$ cat config.mk
export PLATFORM = sky130hd
export DESIGN_NAME = project01
export DESIGN_NICKNAME = d
export VERILOG_FILES = /design/src/rtl/project01_pkg.sv /design/src/rtl/project01_bitcmp.sv /design/src/rtl/project01.sv
export SDC_FILE = /design/constraint.sdc
export NUM_CORES = 1
export LEC_CHECK = 0
export CAP_MARGIN = 20
export CORE_ASPECT_RATIO = 0.9
export CORE_MARGIN = 2
export CORE_UTILIZATION = 44
export DETAILED_ROUTE_END_ITERATION = 12
export PLACE_DENSITY = 0.72
export SLEW_MARGIN = 20
export SYNTH_ARGS = -nofsm -noshare
export SYNTH_HDL_FRONTEND = slang
export SYNTH_SLANG_ARGS = --single-unit
$ cat constraint.sdc
create_clock -name clk -period 2.9 [get_ports clk]
set_clock_uncertainty 0.15 [all_clocks]
set_input_delay 0.29 -clock clk [delete_from_list [all_inputs] [get_ports clk]]
set_output_delay 0.29 -clock clk [all_outputs]
set_load 0.05 [all_outputs]
$ cat src/rtl/project01_pkg.sv
// Shared types and constants for the project01 serial magnitude comparator.
package project01_pkg;

  typedef enum logic [1:0] {
    IDLE    = 2'd0,
    COMPARE = 2'd1,
    DONE    = 2'd2
  } state_t;

  localparam logic [1:0] RES_EQ = 2'b00;
  localparam logic [1:0] RES_GT = 2'b01;
  localparam logic [1:0] RES_LT = 2'b10;

endpackage

$ cat src/rtl/project01_bitcmp.sv
// Combinational single-bit magnitude compare used by the project01 walker.
module project01_bitcmp (
  input  logic a_i,
  input  logic b_i,
  output logic gt_o,
  output logic lt_o
);

  assign gt_o = a_i & ~b_i;
  assign lt_o = ~a_i & b_i;

endmodule

$ cat src/rtl/project01.sv
// Serial MSB-first magnitude comparator, one bit pair per cycle.
// Optional macro PROJECT01_SIGNED_EN selects two's-complement comparison.
module project01
  import project01_pkg::*;
#(
  parameter int WIDTH = 5
) (
  output logic [1:0]       r,
  input  logic [WIDTH-1:0] a,
  input  logic [WIDTH-1:0] b,
  input  logic             clk,
  input  logic             rst_n,
  input  logic             start,
  output logic             busy,
  output logic             done
);

  localparam int IDX_W = (WIDTH > 1) ? $clog2(WIDTH) : 1;
  localparam logic [IDX_W-1:0] IDX_MSB = IDX_W'(WIDTH - 1);

  state_t           state_q, state_d;
  logic [WIDTH-1:0] a_q, a_d, b_q, b_d;
  logic [IDX_W-1:0] idx_q, idx_d;
  logic [1:0]       res_q, res_d;
  logic [1:0]       r_q, r_d;
  logic             done_q, done_d;
  logic [WIDTH-1:0] a_cap, b_cap;
  logic             bit_gt, bit_lt;

`ifdef PROJECT01_SIGNED_EN
  // Flipping the sign bit maps two's-complement order onto unsigned order.
  assign a_cap = {~a[WIDTH-1], a[WIDTH-2:0]};
  assign b_cap = {~b[WIDTH-1], b[WIDTH-2:0]};
`else
  assign a_cap = a;
  assign b_cap = b;
`endif

  project01_bitcmp u_bitcmp (
    .a_i  (a_q[idx_q]),
    .b_i  (b_q[idx_q]),
    .gt_o (bit_gt),
    .lt_o (bit_lt)
  );

  always_comb begin
    state_d = state_q;
    a_d     = a_q;
    b_d     = b_q;
    idx_d   = idx_q;
    res_d   = res_q;
    r_d     = r_q;
    done_d  = 1'b0;
    unique case (state_q)
      IDLE: begin
        if (start) begin
          a_d     = a_cap;
          b_d     = b_cap;
          idx_d   = IDX_MSB;
          state_d = COMPARE;
        end
      end
      COMPARE: begin
        if (bit_gt) begin
          res_d   = RES_GT;
          state_d = DONE;
        end else if (bit_lt) begin
          res_d   = RES_LT;
          state_d = DONE;
        end else if (idx_q == '0) begin
          res_d   = RES_EQ;
          state_d = DONE;
        end else begin
          idx_d = idx_q - IDX_W'(1);
        end
      end
      DONE: begin
        // r and done are registered here, giving N+1 cycles start-to-done.
        r_d     = res_q;
        done_d  = 1'b1;
        state_d = IDLE;
      end
      default: state_d = IDLE;
    endcase
  end

  always_ff @(posedge clk or negedge rst_n) begin
    if (!rst_n) begin
      state_q <= IDLE;
      a_q     <= '0;
      b_q     <= '0;
      idx_q   <= '0;
      res_q   <= RES_EQ;
      r_q     <= RES_EQ;
      done_q  <= 1'b0;
    end else begin
      state_q <= state_d;
      a_q     <= a_d;
      b_q     <= b_d;
      idx_q   <= idx_d;
      res_q   <= res_d;
      r_q     <= r_d;
      done_q  <= done_d;
    end
  end

  assign r    = r_q;
  assign done = done_q;
  assign busy = (state_q != IDLE);

endmodule

==> metrics.cfg, run 1 <==
[outcome]
status=finished, final reports clean

[critical_path]
ff2ff_path_depth=6
endpoint_kind=flop
critPathArrivalTime_ps=2360
setup.worst_path.start_class=flop
worstPathRequired_ps=2940
critPathMaxFanout=9
path_class=flop to flop

[synth]
synth_area_leaders=dfrtp_1 (48%), mux2_2 (15%), ha_1 (6.1%)
synth_nets=103
yosysMostFrequentCell=dfrtp_1
synth_edf_count=0
synthCells=85
yosys.area.top_type=dfrtp_1
synthDistinctLibCells=31
syn-mean-instance-area_sq_um=12.1
synth_top_cell_area_share_pct=48.5
synth_area_sq_um=1030
yosysSeqAreaShare_pct=48.5
synth_top_cells_by_count=dfrtp_1 (20), mux2_2 (14), ha_1 (5), nor2_1 (5), mux2i_1 (4)
yosys_warnings=0
ys_ff_latch=20
async_flop_share_pct=100
synth-main-ff-cell=dfrtp_1

[cts]
post_cts_resized=0
insertion_delay_ps=290
clock-root-buffer=clkbuf_4
htreeDepth=1
clock_sinks=20
cts_tree=done
cts_buffers=3
clock_path_buffers=2
path_clk_slew_ps=110
ctsHoldBuffers=0
cts_setup_buffers=0

[final_layout]
multiInputGateArea_sq_um=497
n_antenna_cell=0
post-route-cell-area_sq_um=1250
fillCellCount=197
nets=121
syn_to_final_growth_pct=21.6
layout.cells.non_filler=129
regArea_sq_um=500
drive_gt1_share_pct=22.5

[routing]
firstDrtPassIters=4
remaining_drc_errors=0
drtAntennaViolNets=0
wire_per_inst_microns=13.2
routed_wl_microns=1700
drt-vias-per-instance=5.33
drt-initial-drc-count=16
vias=688

[floorplan]
io-pin-count=17
fp.coreArea_sq_um=2200
chipHeight_microns=50.0
initial_core_util_pct=46.9
num_rows=16
die_x_microns=55.1
die_area_sq_um=2750

[sta]
timing.final.ws_setup_ps=581
fmax_ghz=0.431
slew_headroom_pct=42.2
rsz0062_at_grt=no
finalSetupTns_ps=0
hold_violations=0
worst_pin_slew_ps=864
setup_viol=0
post-route-min-period_ps=2320
period_share_pct=79.9
maxSlewViolCount=0

[job]
drv_cap=0

[min_path]
hp-class=input pin to async pin

[power]
p_seq_share_pct=35.8
pwr-share-clk_pct=15.4
power_mw=1.44
p_leak_nw=0.538
swShare_pct=38.0
p_comb_share_pct=48.8
p_int_mw=0.890
ir_drop_mv=0.650
pwr_density_cell_nw_per_um2=1140
p_switching_mw=0.546

[placement]
place.detailed.hpwl_microns=1280
place_inst=125
post-place-ws_ps=632
gp_congestion=0.794
placed_cell_area_sq_um=1200
io_buffers=16

[global_route]
grt_pass1_vias=697
grt_pass1_wl_microns=3030
grt_max_degree=21
grt_usage_pct=15.0
antenna_found_initial=0
gr-total-overflow=0

## power groups by stage
stage / Clock (mW) / Combinational [mW] / Sequential (mW)
6_report: 0.221 / 0.701 / 0.514
5_1_grt: 0.242 / 0.776 / 0.536
4_1_cts: 0.229 / 0.705 / 0.514
3_5_place_dp: 0 / 0.700 / 0.521
3_3_place_gp: 0 / 0.687 / 0.515
2_1_floorplan: 0 / 0.544 / 0.521
## cell families (layout without fill, tap and decap cells)
group / Yosys count / after routing / synth area share [%]
compound gates: 10 / 10 / 7.52
fa+ha+maj: 5 / 5 / 6.06
buf+inv: 6 / 23 / 3.39
flops: 20 / 20 / 48.5
mux: 18 / 18 / 19.2
simple gates: 26 / 26 / 15.4
## cell type report
| type | count | share of cell area [%] |
|---|---|---|
| Clock inverter | 1 | 2.39 |
| Tap cell | 27 | 2.69 |
| Clock buffer | 3 | 1.79 |
| Timing Repair Buffer | 16 | 12.8 |
| Inverter | 3 | 0.897 |
| Sequential cell | 20 | 39.9 |
| Multi-Input combinational cell | 59 | 39.6 |
## critical path, cell delays in order, from the launching register on
cell	delay, ps
dfrtp_1	560
inv_1	130
and4_1	210
nor3_1	300
ha_1	310
a21oi_2	190
mux2_2	350
## path summary, 6_finish.rpt
| kind | from | end | slack [ps] |
|---|---|---|---|
| min in group clk | a_q[4] | a_q[4] | 370 |
| min reg2reg | a_q[4] | a_q[4] | 370 |
| max in group asynchronous | rst_n | a_q[1] | 1740 |
| min | rst_n | done | 330 |
| max reg2reg | idx_q[1] | res_q[0] | 580 |
| max | idx_q[1] | res_q[0] | 580 |
## through the flow
step | util (%) | hold slack (ps)
after CTS | 57.0 | 353
after global routing | 57.0 | 389
after global placement | 54.6 | 339
after detailed placement | 54.6 | 344
final | 57.0 | 326
after floorplan | - | -156
## cells in the final DEF, fill, tap and decap left out
| cell type | count |
|---|---|
| dfrtp_1 | 20 |
| clkdlybuf4s50_1 | 16 |
| mux2_2 | 14 |
| nor2_1 | 5 |
| ha_1 | 5 |
| mux2i_1 | 4 |
| inv_1 | 3 |
| nand2b_1 | 3 |
| nand3_1 | 3 |
| clkbuf_4 | 3 |
| nor3_1 | 2 |
| nor2b_1 | 2 |
| a21oi_1 | 2 |
| nand2_1 | 2 |
| o311ai_0 | 2 |
| and4_1 | 1 |
| or3_1 | 1 |
| o32ai_1 | 1 |
| a31o_2 | 1 |
| or2_4 | 1 |
| a31oi_1 | 1 |
| nor2_4 | 1 |
| nor4_1 | 1 |
| and2_1 | 1 |
| o32a_1 | 1 |
| o21bai_1 | 1 |
| nand2b_4 | 1 |
| nand4_1 | 1 |
| nand4b_1 | 1 |
| a21oi_2 | 1 |
| bufinv_16 | 1 |
## sequential cells by signal (all words and copies together), names as in the netlist
name / count
a_q: 5
state_q: 2
done: 1
b_q: 5
idx_q: 3
res_q: 2
r: 2
## routing by layer
| metal | share of wire (%) | up-vias | track usage [%] |
|---|---|---|---|
| li1 | - | 341 | - |
| met1 | 45 | 330 | 21.1 |
| met2 | 50 | 17 | 23.6 |
| met3 | 4.8 | 0 | 2.73 |
| met4 | 0 | 0 | 3.66 |
| met5 | 0 | - | 0 |
Power figures use the tool's default switching activity.
==> run 2: changes to the inputs <==
==> constraint.sdc (replaced) <==
create_clock -name clk -period 2.2 [get_ports clk]
set_clock_uncertainty 0.15 [all_clocks]
set_input_delay 0.22 -clock clk [delete_from_list [all_inputs] [get_ports clk]]
set_output_delay 0.22 -clock clk [all_outputs]
set_load 0.05 [all_outputs]
==> run 2 against run 1 <==
Maximum frequency up 8.1%. Routed wire length up 14%. Hold slack worse by 250 ps. Sequential share of layout area down 1.6 points. Critical endpoint is now res_q[1]. Via count up 6.7%. Non-clock buffer count up 6. Cell count up 4.7%.
==> metrics.cfg, run 2 (synthesis results as in run 1) <==
[critical_path]
critPathArrivalTime_ps=2190
critPathMaxFanout=6
worstPathRequired_ps=2240
endpoint_kind=flop
setup.worst_path.start_class=flop
path_class=flop to flop

[cts]
path_clk_slew_ps=120
htreeDepth=1
ctsHoldBuffers=0
insertion_delay_ps=310
clock_path_buffers=2
cts_buffers=3
cts_tree=done
clock_sinks=20
clock-root-buffer=clkbuf_4

[final_layout]
n_antenna_cell=0
syn_to_final_growth_pct=27.8
final_cell_mix=dfrtp_1 (17), clkdlybuf4s50_1 (15), mux2_2 (14)
nets=127
fillCellCount=184
top_regs=a_q x5, b_q x5, idx_q x3
drive_gt1_share_pct=33.3
final_common_cell=dfrtp_1

[min_path]
hp-class=input pin to async pin

[power]
p_int_mw=1.19
pwr_density_cell_nw_per_um2=1500
p_comb_share_pct=54.6
pwr-share-clk_pct=10.8
ir_drop_mv=0.807
power_mw=1.98
swShare_pct=39.8
p_switching_mw=0.788
p_leak_nw=0.570
p_seq_share_pct=34.6

[sta]
slew_headroom_pct=66.6
fmax_ghz=0.466
period_share_pct=97.5
finalSetupTns_ps=0
setup_viol=0
post-route-min-period_ps=2150
hold_violations=0
worst_pin_slew_ps=500
maxSlewViolCount=0

[outcome]
status=finished, final reports clean

[routing]
drt-vias-per-instance=5.44
drt-initial-drc-count=7
drtAntennaViolNets=0
wire_per_inst_microns=14.3
firstDrtPassIters=4
routed_wl_microns=1930
vias=734
remaining_drc_errors=0

[global_route]
grt_usage_pct=16.5
grt_pass1_wl_microns=3250
gr-total-overflow=0
grt_max_degree=21
grt_pass1_vias=706
antenna_found_initial=0

[floorplan]
io-pin-count=17
fp.coreArea_sq_um=2200
initial_core_util_pct=46.9
die_area_sq_um=2750
chipHeight_microns=50.0
num_rows=16
die_x_microns=55.1

[placement]
io_buffers=16
gp_congestion=0.844

[job]
drv_cap=0

## run 2: power by group through the flow
stage / registers [mW] / logic (mW) / clock network, mW
2_1_floorplan: 0.687 / 0.717 / 0
3_3_place_gp: 0.675 / 0.945 / 0
3_5_place_dp: 0.684 / 0.970 / 0
4_1_cts: 0.676 / 0.975 / 0.223
5_1_grt: 0.712 / 1.18 / 0.244
6_report: 0.687 / 1.08 / 0.214
## run 2: final cells by class
| cell class | instances | area (sq um) | share of cell area [%] |
|---|---|---|---|
| flip-flops and latches | 20 | 504 | 38.2 |
| inverters | 3 | 11.3 | 0.854 |
| repair buffers | 22 | 208 | 15.7 |
| well taps | 27 | 33.8 | 2.56 |
| multi-input cells | 59 | 526 | 39.8 |
| clock buffers | 4 | 36.3 | 2.75 |
## run 2: per-stage QoR
| step | cell area, sq um | hold WS, ps | cells | worst slack, ps | utilization (%) |
|---|---|---|---|---|---|
| final | 1320 | 78.2 | 135 | 54.9 | 59.9 |
| after global routing | 1320 | 100 | 135 | -12.0 | 59.9 |
| after CTS | 1270 | 77.6 | 133 | 17.7 | 57.7 |
| after detailed placement | 1230 | 344 | 129 | -25.9 | 56.0 |
| after global placement | 1230 | 337 | 129 | 21.7 | 56.0 |
| after floorplan | 1030 | -226 | 85 | 163 | - |
## run 2: timing repair
action | CTS | global route
setup endpoints to repair | 3 | 6
gates cloned | 0 | 0
gates resized for setup | 1 | 9
buffers inserted | 0 | 2
pin swaps | 0 | 1
## run 2: worst max-delay path, cell delays in order (launching register included)
cell and delay (ps):
dfrtp_2 480, buf_4 160, o32ai_2 290, a31o_2 200
ha_4 210, a21oi_2 190, mux2_2 350
## run 2: final timing paths
kind	slack, ps	startpoint	cells after the start	to
setup / recovery	50	idx_q[1]	6	res_q[1]
min in group clk	360	r[1]	1	r[1]
max in group asynchronous	1600	rst_n	2	idx_q[1]
hold / removal	80	rst_n	2	a_q[4]
setup reg to reg	50	idx_q[1]	6	res_q[1]
hold reg to reg	360	r[1]	1	r[1]
## run 2: metal layers
| metal | GRT usage, % | wire length, microns |
|---|---|---|
| met2 | 25.2 | 958 |
| met1 | 21.5 | 870 |
| met3 | 6.36 | 104 |
| met4 | 4.88 | 0 |
| met5 | 0 | 0 |
==> run 3: changes to the inputs <==
--- a/config.mk
+++ b/config.mk
@@ -6,7 +6,7 @@
 export NUM_CORES = 1
 export LEC_CHECK = 0
 export CAP_MARGIN = 20
-export CORE_ASPECT_RATIO = 0.9
+export CORE_ASPECT_RATIO = 1.75
 export CORE_MARGIN = 2
 export CORE_UTILIZATION = 44
 export DETAILED_ROUTE_END_ITERATION = 12
==> run 3 against run 2 <==
Cell count is 1.5% lower. Via count up 2.3%. Die area up 0.54%. Setup slack better by 2.5 ps. Routed wire length rose by 7.0%. Largest power group unchanged. Hold slack gained 57 ps. Sequential cell count unchanged. Global-route usage rose by 2.1 points. Design area rose by 5.0%. Non-clock buffer count unchanged. Utilization increased by 1.8 points.
==> metrics.cfg, run 3 (synthesis results as in run 1) <==
[global_route]
gr-total-overflow=0
antenna_found_initial=0
grt_pass1_wl_microns=3370
grt_pass1_vias=791
grt_max_degree=21
grt_usage_pct=18.7

[power]
power_mw=2.21
pwr_density_cell_nw_per_um2=1600
ir_drop_mv=0.800
p_leak_nw=0.595

[final_layout]
multiInputGateArea_sq_um=571
final_cell_mix=dfrtp_1 (17), clkdlybuf4s50_1 (15), mux2_2 (14)
post-route-util_pct=61.7
syn_to_final_growth_pct=34.2
layout.cells.non_filler=133
nets=127
final_common_cell=dfrtp_1
drive_gt1_share_pct=37.0
regArea_sq_um=504
fillCellCount=192
n_antenna_cell=0
top_regs=a_q x5, b_q x5, idx_q x3

[sta]
timing.final.ws_setup_ps=57.5
hold_violations=0
period_share_pct=97.4
post-route-min-period_ps=2140
worst_pin_slew_ps=496
slew_headroom_pct=66.9
fmax_ghz=0.467
maxSlewViolCount=0
holdWs_ps=136
setup_viol=0

[critical_path]
ff2ff_setup_slack_ps=60
path_class=flop to flop
setup.worst_path.start_class=flop
crit_end=res_q[1]
endpoint_kind=flop
critPathArrivalTime_ps=2140
critPathMaxFanout=6
rr_endpoint=res_q[1]
ff2ff_path_depth=6
worstPathRequired_ps=2200
r2r_start=idx_q[2]
startpoint=idx_q[2]

[routing]
wire_per_inst_microns=15.6
drt-vias-per-instance=5.65
drtAntennaViolNets=0
routed_wl_microns=2070
vias=751
remaining_drc_errors=0
firstDrtPassIters=4
drt-initial-drc-count=15

[placement]
gp_congestion=0.807
place.detailed.hpwl_microns=1510
post-place-ws_ps=-27.6
place_inst=126
io_buffers=16

[floorplan]
io-pin-count=17
die_x_microns=40.6
die_area_sq_um=2760
chipHeight_microns=68.1
initial_core_util_pct=46.0
num_rows=23
fp.coreArea_sq_um=2240

[cts]
clock-root-buffer=clkbuf_8
clock_path_buffers=2
insertion_delay_ps=270
ctsHoldBuffers=0
htreeDepth=1
clock_sinks=20
cts_buffers=3
path_clk_slew_ps=70
cts_tree=done

[outcome]
status=finished, final reports clean

[job]
drv_cap=0

[min_path]
hp-class=input pin to async pin

==> run 3: stage by stage <==
step                area, sq um  setup TNS, ps
detailed placement         1220          -70.2
global route               1390          -41.8
floorplan                  1030              0
finish                     1390              0
global placement           1220              0
CTS                        1280              0
==> run 3: layer usage <==
layer / routed length (microns) / vias up / share of wire (%) / track usage, %
met3: 84 / 9 / 4.1 / 4.55
met2: 1190 / 21 / 58 / 32.3
met5: 0 / - / 0 / 0
met1: 695 / 367 / 34 / 17.6
met4: 99 / 0 / 4.8 / 13.3
li1: - / 354 / - / -
==> run 3: critical path, cell delays in order (launching register included) <==
cell,delay [ps]
dfrtp_2,460
mux2i_4,210
o32ai_2,270
a31o_2,200
ha_4,220
a21oi_4,170
mux2_2,340
==> run 3: report_power, final <==
group / switching, mW / total [mW] / internal [mW]
Sequential: 0.156 / 0.696 / 0.540
Combinational: 0.608 / 1.24 / 0.628
Clock: 0.123 / 0.282 / 0.160
Total: 0.887 / 2.21 / 1.33
==> run 3: how the worst min path moves through the flow <==
stage | from | to | slack [ps]
2_1_floorplan | rst_n | a_q[0] | -230
3_3_place_gp | a_q[4] | a_q[4] | 340
3_5_place_dp | res_q[1] | res_q[1] | 340
4_1_cts | rst_n | a_q[4] | 150
5_1_grt | rst_n | idx_q[2] | 170
6_report | rst_n | idx_q[2] | 140
==> run 3: final cells by class <==
type                    instances  share of cell area, %
inverters                       3                  0.813
well taps                      25                   2.26
flip-flops and latches         20                   36.4
multi-input cells              59                   41.2
clock buffers                   4                   3.97
repair buffers                 22                   15.4
==> run 3: repair_timing <==
action	in CTS	in global routing
gates resized for setup	2	16
pin swaps	0	1
endpoints found under the setup margin	5	5
buffers inserted	0	3
